==> src/rtl/aq_memcpy_rd_ctrl.sv <==
// Memcpy read DMA: splits a transfer into 4 KB-safe bursts, one outstanding at a time, and
// streams beats into the FIFO with zero latency; AR waits on FIFO almost-full, R stalls on full.
module aq_memcpy_rd_ctrl #(
    parameter int ADDR_WIDTH = 32,
    parameter int DATA_WIDTH = 64,
    parameter int LEN_WIDTH  = 32,
    parameter int MAX_BURST  = 16
) (
    input  logic                  CLK,
    input  logic                  RST,
    input  logic                  START,
    input  logic [ADDR_WIDTH-1:0] SRC_ADRS,
    input  logic [LEN_WIDTH-1:0]  LENGTH,
    output logic                  BUSY,
    output logic                  DONE,
    output logic                  ERR,
    output logic                  RD_ARVALID,
    input  logic                  RD_ARREADY,
    output logic [ADDR_WIDTH-1:0] RD_ARADDR,
    output logic [7:0]            RD_ARLEN,
    input  logic                  RD_RVALID,
    output logic                  RD_RREADY,
    input  logic [DATA_WIDTH-1:0] RD_RDATA,
    input  logic                  RD_RLAST,
    output logic                  FIFO_WR_ENA,
    output logic [DATA_WIDTH-1:0] FIFO_WR_DATA,
    output logic                  FIFO_WR_LAST,
    input  logic                  FIFO_WR_ALM_FULL,
    input  logic                  FIFO_WR_FULL
);
    localparam int BPB     = DATA_WIDTH / 8;
    localparam int LOG_BPB = $clog2(BPB);

    typedef enum logic [1:0] {IDLE, REQ, DATA, FIN} state_t;

    state_t                state_q, state_d;
    logic                  busy_q, busy_d;
    logic                  done_q, done_d;
    logic                  err_q, err_d;
    logic                  arvalid_q, arvalid_d;
    logic [ADDR_WIDTH-1:0] araddr_q, araddr_d;
    logic [7:0]            arlen_q, arlen_d;
    logic [ADDR_WIDTH-1:0] addr_q, addr_d;
    logic [LEN_WIDTH-1:0]  rem_q, rem_d;
    logic [8:0]            beat_q, beat_d;

    logic [ADDR_WIDTH-1:0] src_aligned;
    logic [ADDR_WIDTH-1:0] calc_addr;
    logic [LEN_WIDTH-1:0]  calc_rem;
    logic [12:0]           to_bnd;
    logic [8:0]            calc_beats;
    logic [8:0]            ar_beats;
    logic                  push;
    logic                  last_beat;

    assign src_aligned = SRC_ADRS & ~ADDR_WIDTH'(BPB - 1);

    // The first burst is sized straight from the request so ARVALID can rise on the REQ entry cycle.
    assign calc_addr = (state_q == IDLE) ? src_aligned : addr_q;
    assign calc_rem  = (state_q == IDLE) ? LENGTH : rem_q;
    assign to_bnd    = (13'd4096 - {1'b0, calc_addr[11:0]}) >> LOG_BPB;

    always_comb begin
        calc_beats = 9'(MAX_BURST);
        if (to_bnd < 13'(calc_beats)) calc_beats = to_bnd[8:0];
        if (calc_rem < LEN_WIDTH'(calc_beats)) calc_beats = calc_rem[8:0];
    end

    assign ar_beats     = {1'b0, arlen_q} + 9'd1;
    assign last_beat    = (beat_q == 9'd1);
    assign RD_RREADY    = (state_q == DATA) & ~FIFO_WR_FULL;
    assign push         = RD_RVALID & RD_RREADY;
    assign FIFO_WR_ENA  = push;
    assign FIFO_WR_DATA = RD_RDATA;
    assign FIFO_WR_LAST = push & last_beat;

    always_comb begin
        state_d   = state_q;
        busy_d    = busy_q;
        done_d    = 1'b0;
        err_d     = err_q;
        arvalid_d = arvalid_q;
        araddr_d  = araddr_q;
        arlen_d   = arlen_q;
        addr_d    = addr_q;
        rem_d     = rem_q;
        beat_d    = beat_q;
        case (state_q)
            IDLE: begin
                // done_q marks the completion cycle, where a new request is not taken.
                if (START && !done_q) begin
                    busy_d = 1'b1;
                    err_d  = 1'b0;
                    if (LENGTH != '0) begin
                        addr_d  = src_aligned;
                        rem_d   = LENGTH;
                        state_d = REQ;
                    end else begin
                        state_d = FIN;
                    end
                end
            end
            REQ: begin
                if (arvalid_q && RD_ARREADY) begin
                    arvalid_d = 1'b0;
                    beat_d    = ar_beats;
                    addr_d    = addr_q + (ADDR_WIDTH'(ar_beats) << LOG_BPB);
                    rem_d     = rem_q - LEN_WIDTH'(ar_beats);
                    state_d   = DATA;
                end
            end
            DATA: begin
                if (push) begin
                    beat_d = beat_q - 9'd1;
                    if (RD_RLAST != last_beat) err_d = 1'b1;
                    if (last_beat) state_d = (rem_q != '0) ? REQ : FIN;
                end
            end
            FIN: begin
                done_d  = 1'b1;
                busy_d  = 1'b0;
                state_d = IDLE;
            end
            default: state_d = IDLE;
        endcase
        // Once raised, ARVALID is held until accepted, even if almost-full reasserts.
        if (state_d == REQ && !arvalid_q && !FIFO_WR_ALM_FULL) begin
            arvalid_d = 1'b1;
            araddr_d  = calc_addr;
            arlen_d   = 8'(calc_beats - 9'd1);
        end
    end

    always_ff @(posedge CLK) begin
        if (RST) begin
            state_q   <= IDLE;
            busy_q    <= 1'b0;
            done_q    <= 1'b0;
            err_q     <= 1'b0;
            arvalid_q <= 1'b0;
            araddr_q  <= '0;
            arlen_q   <= '0;
            addr_q    <= '0;
            rem_q     <= '0;
            beat_q    <= '0;
        end else begin
            state_q   <= state_d;
            busy_q    <= busy_d;
            done_q    <= done_d;
            err_q     <= err_d;
            arvalid_q <= arvalid_d;
            araddr_q  <= araddr_d;
            arlen_q   <= arlen_d;
            addr_q    <= addr_d;
            rem_q     <= rem_d;
            beat_q    <= beat_d;
        end
    end

    assign BUSY       = busy_q;
    assign DONE       = done_q;
    assign ERR        = err_q;
    assign RD_ARVALID = arvalid_q;
    assign RD_ARADDR  = araddr_q;
    assign RD_ARLEN   = arlen_q;
endmodule
==> config.mk <==
export PLATFORM = sky130hd
export DESIGN_NAME = aq_memcpy_rd_ctrl
export DESIGN_NICKNAME = d
export VERILOG_FILES = /design/src/rtl/aq_memcpy_rd_ctrl.sv
export SDC_FILE = /design/constraint.sdc
export NUM_CORES = 1
export LEC_CHECK = 0
export ABC_AREA = 0
export CORE_UTILIZATION = 44
export CTS_CLUSTER_SIZE = 25
export DETAILED_ROUTE_END_ITERATION = 16
export GPL_ROUTABILITY_DRIVEN = 0
export PLACE_DENSITY = 0.75
export SKIP_CTS_REPAIR_TIMING = 1
export SLEW_MARGIN = 20
export SYNTH_ARGS = -nofsm -noshare
export SYNTH_HDL_FRONTEND = slang
export SYNTH_SLANG_ARGS = --single-unit
==> constraint.sdc <==
create_clock -name CLK -period 5.9 [get_ports CLK]
set_input_delay 1.18 -clock CLK [delete_from_list [all_inputs] [get_ports CLK]]
set_output_delay 1.18 -clock CLK [all_outputs]
set_load 0.1 [all_outputs]
# Word-level counts from Yosys, hierarchy flattened
# Cells that the tools add are included.
[classes]
n_reduce_logical = 21
eq_ne = 11
muxes = 32
n_bitwise = 4
n_addsub = 6
magnitude_cmp = 2
[op_table]
columns = ["op", "n"]
rows = [
  ["32-bit 2-to-1 mux", 8],
  ["32-bit case mux with 2 select lines", 2],
  ["32-bit nonzero test", 2],
  ["32-bit by 12-bit adder with 32-bit output", 1],
  ["32-bit by 9-bit < comparator with 1-bit output", 1],
  ["32-bit by 9-bit subtractor with 32-bit output", 1],
  ["9-bit 2-to-1 mux", 3],
  ["9-bit case mux with 2 select lines", 1],
  ["13-bit by 12-bit subtractor with 13-bit output, first input constant", 1],
  ["2-bit 2-to-1 mux", 6],
  ["2-bit nonzero test", 6],
  ["10-bit by 5-bit < comparator with 1-bit output, second input constant", 1],
  ["8-bit by 1-bit adder with 9-bit output, second input constant", 1],
  ["9-bit by 1-bit equality test with 1-bit output, second input constant", 1],
  ["9-bit by 1-bit subtractor with 9-bit output, second input constant", 1],
  ["1-bit 2-to-1 mux", 8],
  ["8-bit 2-to-1 mux", 1],
  ["2-bit case mux with 4 select lines", 1],
  ["4-bit AND reduction", 2],
  ["8-bit by 1-bit subtractor with 8-bit output, second input constant", 1],
  ["2-bit by 1-bit inequality test with 1-bit output, second input constant", 3],
  ["2-bit by 1-bit equality test with 1-bit output, second input constant", 2],
  ["2-bit equality test, second input constant", 2],
  ["1-bit logical AND", 4],
  ["other kinds (9)", 16],
]
[totals]
input_bits = 136
reg_bits = 119
output_inout_bits = 111
wordCells = 86

# Longest topological paths before layout
[depth]
ltp_word = 10
mapped_depth = 27
mapped_depth_nobuf = 23

# Least setup slack after synthesis
# Ideal clock, no wire load.
[synth_path]
path_kind = "reg2reg"
start = "register state_q[1]"
end = "register arlen_q[6], in the netlist RD_ARLEN[6]"
path_slack_ns = 0.419
path_buffers = 4
arrival_ns = 5.393
setup_ns = 0.088
stages_incl_launch_ff = 27
synth_period_minus_slack_ns = 5.481
required_ns = 5.812
cell_sequence = "dfxtp_1 -> nor2_2 -> buf_4 -> buf_2 -> buf_1 -> mux2i_1 -> ha_1 -> nor4b_2 -> mux2i_1 -> o31a_1 -> a2111oi_2 -> and3b_1 -> buf_6 -> nand2_1 -> ha_1 -> a21oi_1 -> a21oi_1 -> nor3_1 -> o221a_2 -> inv_1 -> nor2_2 -> nor2_1 -> a21oi_1 -> ha_1 -> inv_1 -> or3_1 -> a311oi_2"
[synth_between]
elab_chain_len = 8
elab_cells_between_ends = 22
classes_between = "add/sub (2); order compare (2); eq/ne (4); mux (9); bitwise (2); reduce/logical (3)"
[synth_rtl]
columns = ["item", "line_no", "rtl"]
rows = [
  ["start, declared", "36", "state_t state_q, state_d;"],
  ["start signal, assigned", "147", "state_q <= state_d;"],
  ["2-bit zero test / 2-bit equality test (equally long branches)", "--", ""],
  ["32-bit 2-to-1 mux / 1-bit bitwise AND (equally long branches)", "59, 71", ""],
  ["13-bit by 12-bit subtractor with 13-bit output / 1-bit bitwise AND (equally long branches)", "61, 72", ""],
  ["10-bit by 5-bit < comparator with 1-bit output / 2-bit 2-to-1 mux (equally long branches)", "65, 113", ""],
  ["9-bit 2-to-1 mux / 2-bit case mux with 4 select lines (equally long branches)", "65, 88", ""],
  ["32-bit by 9-bit < comparator with 1-bit output / 2-bit by 1-bit equality test with 1-bit output (equally long branches)", "66, 127", ""],
  ["8-bit 2-to-1 mux / 1-bit logical AND (equally long branches)", "66, 127", ""],
  ["8-bit by 1-bit subtractor with 8-bit output / 1-bit logical AND (equally long branches)", "130, 127", ""],
  ["end signal, assigned", "153", "arlen_q <= arlen_d;"],
  ["end, declared", "42", "logic [7:0] arlen_q, arlen_d;"],
]
# Parallel ways exist; a longest one is shown, timed or not.
# A chain may end at the register's enable or synchronous reset.

# Final worst setup path
[layout_path]
start = "input port SRC_ADRS[3]"
end = "register arlen_q[6], in the netlist RD_ARLEN[6]"
[layout_between]
elab_chain_len = 7
[layout_rtl]
columns = ["item", "line_no", "rtl"]
rows = [
  ["start, declared", "12", "input logic [ADDR_WIDTH-1:0] SRC_ADRS,"],
  ["32-bit 2-to-1 mux (*)", "59", "assign calc_addr = (state_q == IDLE) ? src_aligned : addr_q;"],
  ["13-bit by 12-bit subtractor with 13-bit output (*)", "61", "assign to_bnd = (13'd4096 - {1'b0, calc_addr[11:0]}) >> LOG_BPB;"],
  ["10-bit by 5-bit < comparator with 1-bit output", "65", "if (to_bnd < 13'(calc_beats)) calc_beats = to_bnd[8:0];"],
  ["9-bit 2-to-1 mux (*)", "65", ""],
  ["32-bit by 9-bit < comparator with 1-bit output", "66", "if (calc_rem < LEN_WIDTH'(calc_beats)) calc_beats = calc_rem[8:0];"],
  ["8-bit 2-to-1 mux (*)", "66", ""],
  ["8-bit by 1-bit subtractor with 8-bit output (*)", "130", "arlen_d = 8'(calc_beats - 9'd1);"],
]
# Every way passes the cells marked *; elsewhere a longest branch is shown, timed or not.

==> impl_results.md <==
- Max Cap Viol: 0
- Synth area leader: dfxtp_1
- I/O Buffers: around 120
- Final slew viol count: 0
- Layout cells sized above 1: 8.08%
- Cells after Synth: around 1100
- Register clock-pin slew on the reported worst setup and hold paths: 0.06 ns
- Starting Density: about 45%
- Seq. cell area: between 2000 and 2500 um^2
- Global route total overflow: 0
- Largest net degree at the start of global routing: 77
- Lkg Pwr: 3.64 nW
- Fin nets: 1319
- Clock latency on the worst-skew pair: 0.43 ns
- DIE AREA: 19500 um^2
- Number of vias per cell: 6.11
- #FFs+latches synth: 114
- Worst Tran Pin Value: 0.984 ns
- Row Count: 50
- Commonest non-fill, non-tap cell in the layout: nand2_1
- Vias: 8531
- R2R setup slack: 0.82 ns
- Area of the multi-input gates: 5180 um^2
- Unrepaired setup endpoints after global routing: no
- Hpwl dp: 17.7 mm
- Worst r2r src: state_q[1]$_SDFF_PP0_
- Mapped cell area: approximately 8400 um^2
- Final Skew: 0.0109 ns
- Dpl cells: 1365
- Routed WL per cell: 17.9 um
- CP Buf/Inv Count: 3
- Crit path time final: 5.49 ns
- Most frequent cells in the layout: nand2_1 (148), nor2_1 (116), dfxtp_1 (114)
- Peak VDD IR: 0.228 mV
- Die height: 140 um
- Final TNS setup: 0 ns
- Ports: 247
- Hold Slack: 0.484 ns
- Yosys warns: 0
- R2R depth: 22
- Drt total wl: between 20 and 30 mm
- CTS Buf Count: 17
- Area fraction of the dominant cell type after synthesis: 27.3%
- Sink Count: 114
- Final ANT Viol Nets: 0
- Min-delay src: rem_q[22]$_SDFFE_PP0P_
- Hold Fails Final Rpt: 0
- Core Area: 18600 um^2
- Root buf cell: clkbuf_16
- Tightest Hold Check Type: reg2reg
- Die Width: about 140 um
- Vias in the first global route: 7828
- Area contributors post-synth: dfxtp_1 (27%), nand2_1 (6.7%), buf_4 (6.2%)
- Syn-to-layout area delta: 17.5%
- Tcrit/Tclk final: 93.0%
- Setup violators final: 0
- Top_reg_cell synth: dfxtp_1
- Seq/Total Area, Yosys: 27.3%
- Netlist cell types: 80
- First-pass GRT wire length: 40.4 mm
- DRC Markers: 0
- Util after Layout: 52.6%
- Hold Path Cell Cnt: 2
- Avg Cell Area, Syn: between 7 and 8 um^2
- CP endpoint kind: register
- CTS tree: built
- TritonRoute pass-1 iters: 5
- Status: complete, no violations
- Final cell count without fillers: between 1000 and 1500
- Hold endpoint: rem_q[22]$_SDFFE_PP0P_
- WP data required: 6.25 ns
- Critical Path AT: 5.84 ns
- Fillers: 1784
- Max incr delay on CP: ~0.45 ns
- Number of synthesized flops with an enable pin: 0
- GRT Resource Usage Total: 25.8%
- Largest delay share family, worst path: compound AO/OA/AOI/OAI gates
- Critical-path cell list: clkdlybuf4s50_1 > mux2i_1 > ha_1 > nor4b_1 > mux2i_1 > o31a_1 > a2111oi_2 > and3b_2 > nand2_1 > ha_1 > a21oi_1 > a21oi_1 > nor3_1 > o221a_2 > inv_1 > nor2_2 > nor2_1 > a21oi_1 > ha_1 > inv_1 > or3_1 > a311oi_2
- Overall power: around 3 mW
- Rel. slew slack: 34.2%
- H-tree levels: 4
- Critical path peak fanout: 4
- Reg-to-Reg End: RD_ARLEN[6]$_SDFFE_PP0P_
- Initial antenna violation count: 0
- Worst Setup Start Kind: input port
- N_diodes: 0
- Slowest-stage cell, CP: clkdlybuf4s50_1
- Max Freq: between 150 and 200 MHz
- PD cells: 311 nW/um^2
- Asr flop ratio synth: 0%
- Initial DRC Count: 830
- Worst-case clock buffer depth: 2
- WS Path Type: in2reg
worst max path at each step:
| stage | start | to | slack (ns) | cells after the start |
|---|---|---|---|---|
| 2_1_floorplan | state_q[1]$_SDFF_PP0_ | RD_ARLEN[6]$_SDFFE_PP0P_ | 0.42 | 26 |
| 3_3_place_gp | SRC_ADRS[3] | RD_ARLEN[6]$_SDFFE_PP0P_ | 0.1 | 22 |
| 3_5_place_dp | SRC_ADRS[3] | RD_ARLEN[6]$_SDFFE_PP0P_ | -0.03 | 22 |
| 4_1_cts | SRC_ADRS[3] | RD_ARLEN[6]$_SDFFE_PP0P_ | 0.40 | 22 |
| 5_1_grt | SRC_ADRS[3] | RD_ARLEN[6]$_SDFFE_PP0P_ | 0.0008 | 24 |
| 6_report | SRC_ADRS[3] | RD_ARLEN[6]$_SDFFE_PP0P_ | 0.41 | 22 |
cells in the mapped netlist, types with 4 or more instances:
cell / count
xnor2_1: 22
nand3b_1: 5
o221a_2: 4
o21ai_0: 52
dfxtp_1: 114
a32o_1: 8
a21oi_1: 69
nand2b_1: 9
clkbuf_1: 54
a31oi_1: 15
nand4_1: 12
inv_1: 30
buf_2: 11
o2111ai_1: 4
a311oi_1: 31
nand3_1: 39
o31ai_1: 12
o21a_1: 7
buf_4: 69
xor2_1: 5
nor3_1: 50
mux2i_1: 15
o22ai_1: 13
and2_1: 8
buf_1: 4
nor4_1: 20
a41oi_1: 4
nor3b_1: 4
nand2_1: 148
o211ai_1: 7
nor2_1: 116
ha_1: 31
and3_1: 10
a221oi_1: 4
nor2b_1: 7
or2_2: 6
or3_1: 10
a21o_1: 4
a211oi_1: 31
layer usage:
layer  vias up  global-route usage (%)  part of all wire (%)
met5         -                       0                     0
met2       421                    39.5                    44
met3        65                    6.81                   9.6
met4         0                    9.02                   2.1
li1       4090                       -                     -
met1      3955                    34.7                    44
metrics by stage:
step | worst slack (ns) | area, um^2
floorplan | 0.419 | 8370
CTS | 0.403 | 9800
detailed placement | -0.0314 | 9200
global placement | 0.0958 | 9200
finish | 0.411 | 9810
global route | 0.000850 | 9810
cells by family (layout without fill, tap and decap cells):
| kind of cell | Yosys count | after routing | share of synthesized area (%) |
|---|---|---|---|
| and+or+nand+nor | 465 | 465 | 26.6 |
| AOI/OAI and AO/OA | 298 | 298 | 24.5 |
| buffers and inverters | 172 | 203 | 11.3 |
| DFF | 114 | 114 | 27.3 |
| adders and majority gates | 33 | 33 | 5.12 |
| xor gates and xnor gates | 27 | 27 | 2.83 |
| muxes | 18 | 18 | 2.28 |
| other | 1 | 5 | 0.0449 |
worst reg2reg max path, stage by stage, from the launching register on:
cell and delay [ns]:
dfxtp_1 0.69, nor2_4 0.10, mux2i_1 0.23, ha_1 0.23, nor4b_1 0.25, mux2i_1 0.15
o31a_1 0.29, a2111oi_2 0.35, and3b_2 0.29, nand2_1 0.06, ha_1 0.32, a21oi_1 0.13
a21oi_1 0.08, nor3_1 0.19, o221a_2 0.23, inv_1 0.08, nor2_2 0.17, nor2_1 0.07
a21oi_1 0.18, ha_1 0.23, inv_1 0.07, or3_1 0.38, a311oi_2 0.25
registers in the layout (all words and copies together), names as in the netlist, 2 cells and up:
register	flops
rem_q	32
RD_ARADDR	30
addr_q	29
beat_q	9
RD_ARLEN	8
state_q	2
report_power, final:
group          internal (mW)  switching, mW  total (mW)
Clock                  0.674          0.397        1.07
Sequential             0.847         0.0857       0.933
Combinational          0.356          0.694        1.05
Total                   1.88           1.18        3.05
layout make-up:
type | count | share of cell area [%]
clock buffers | 19 | 4.51
clock inverters | 13 | 1.62
inverters | 31 | 1.19
multi-input cells | 846 | 52.8
flip-flops and latches | 114 | 23.3
well taps | 234 | 2.98
repair buffers | 140 | 13.7
No activity file was read; power rests on OpenSTA's default activity.
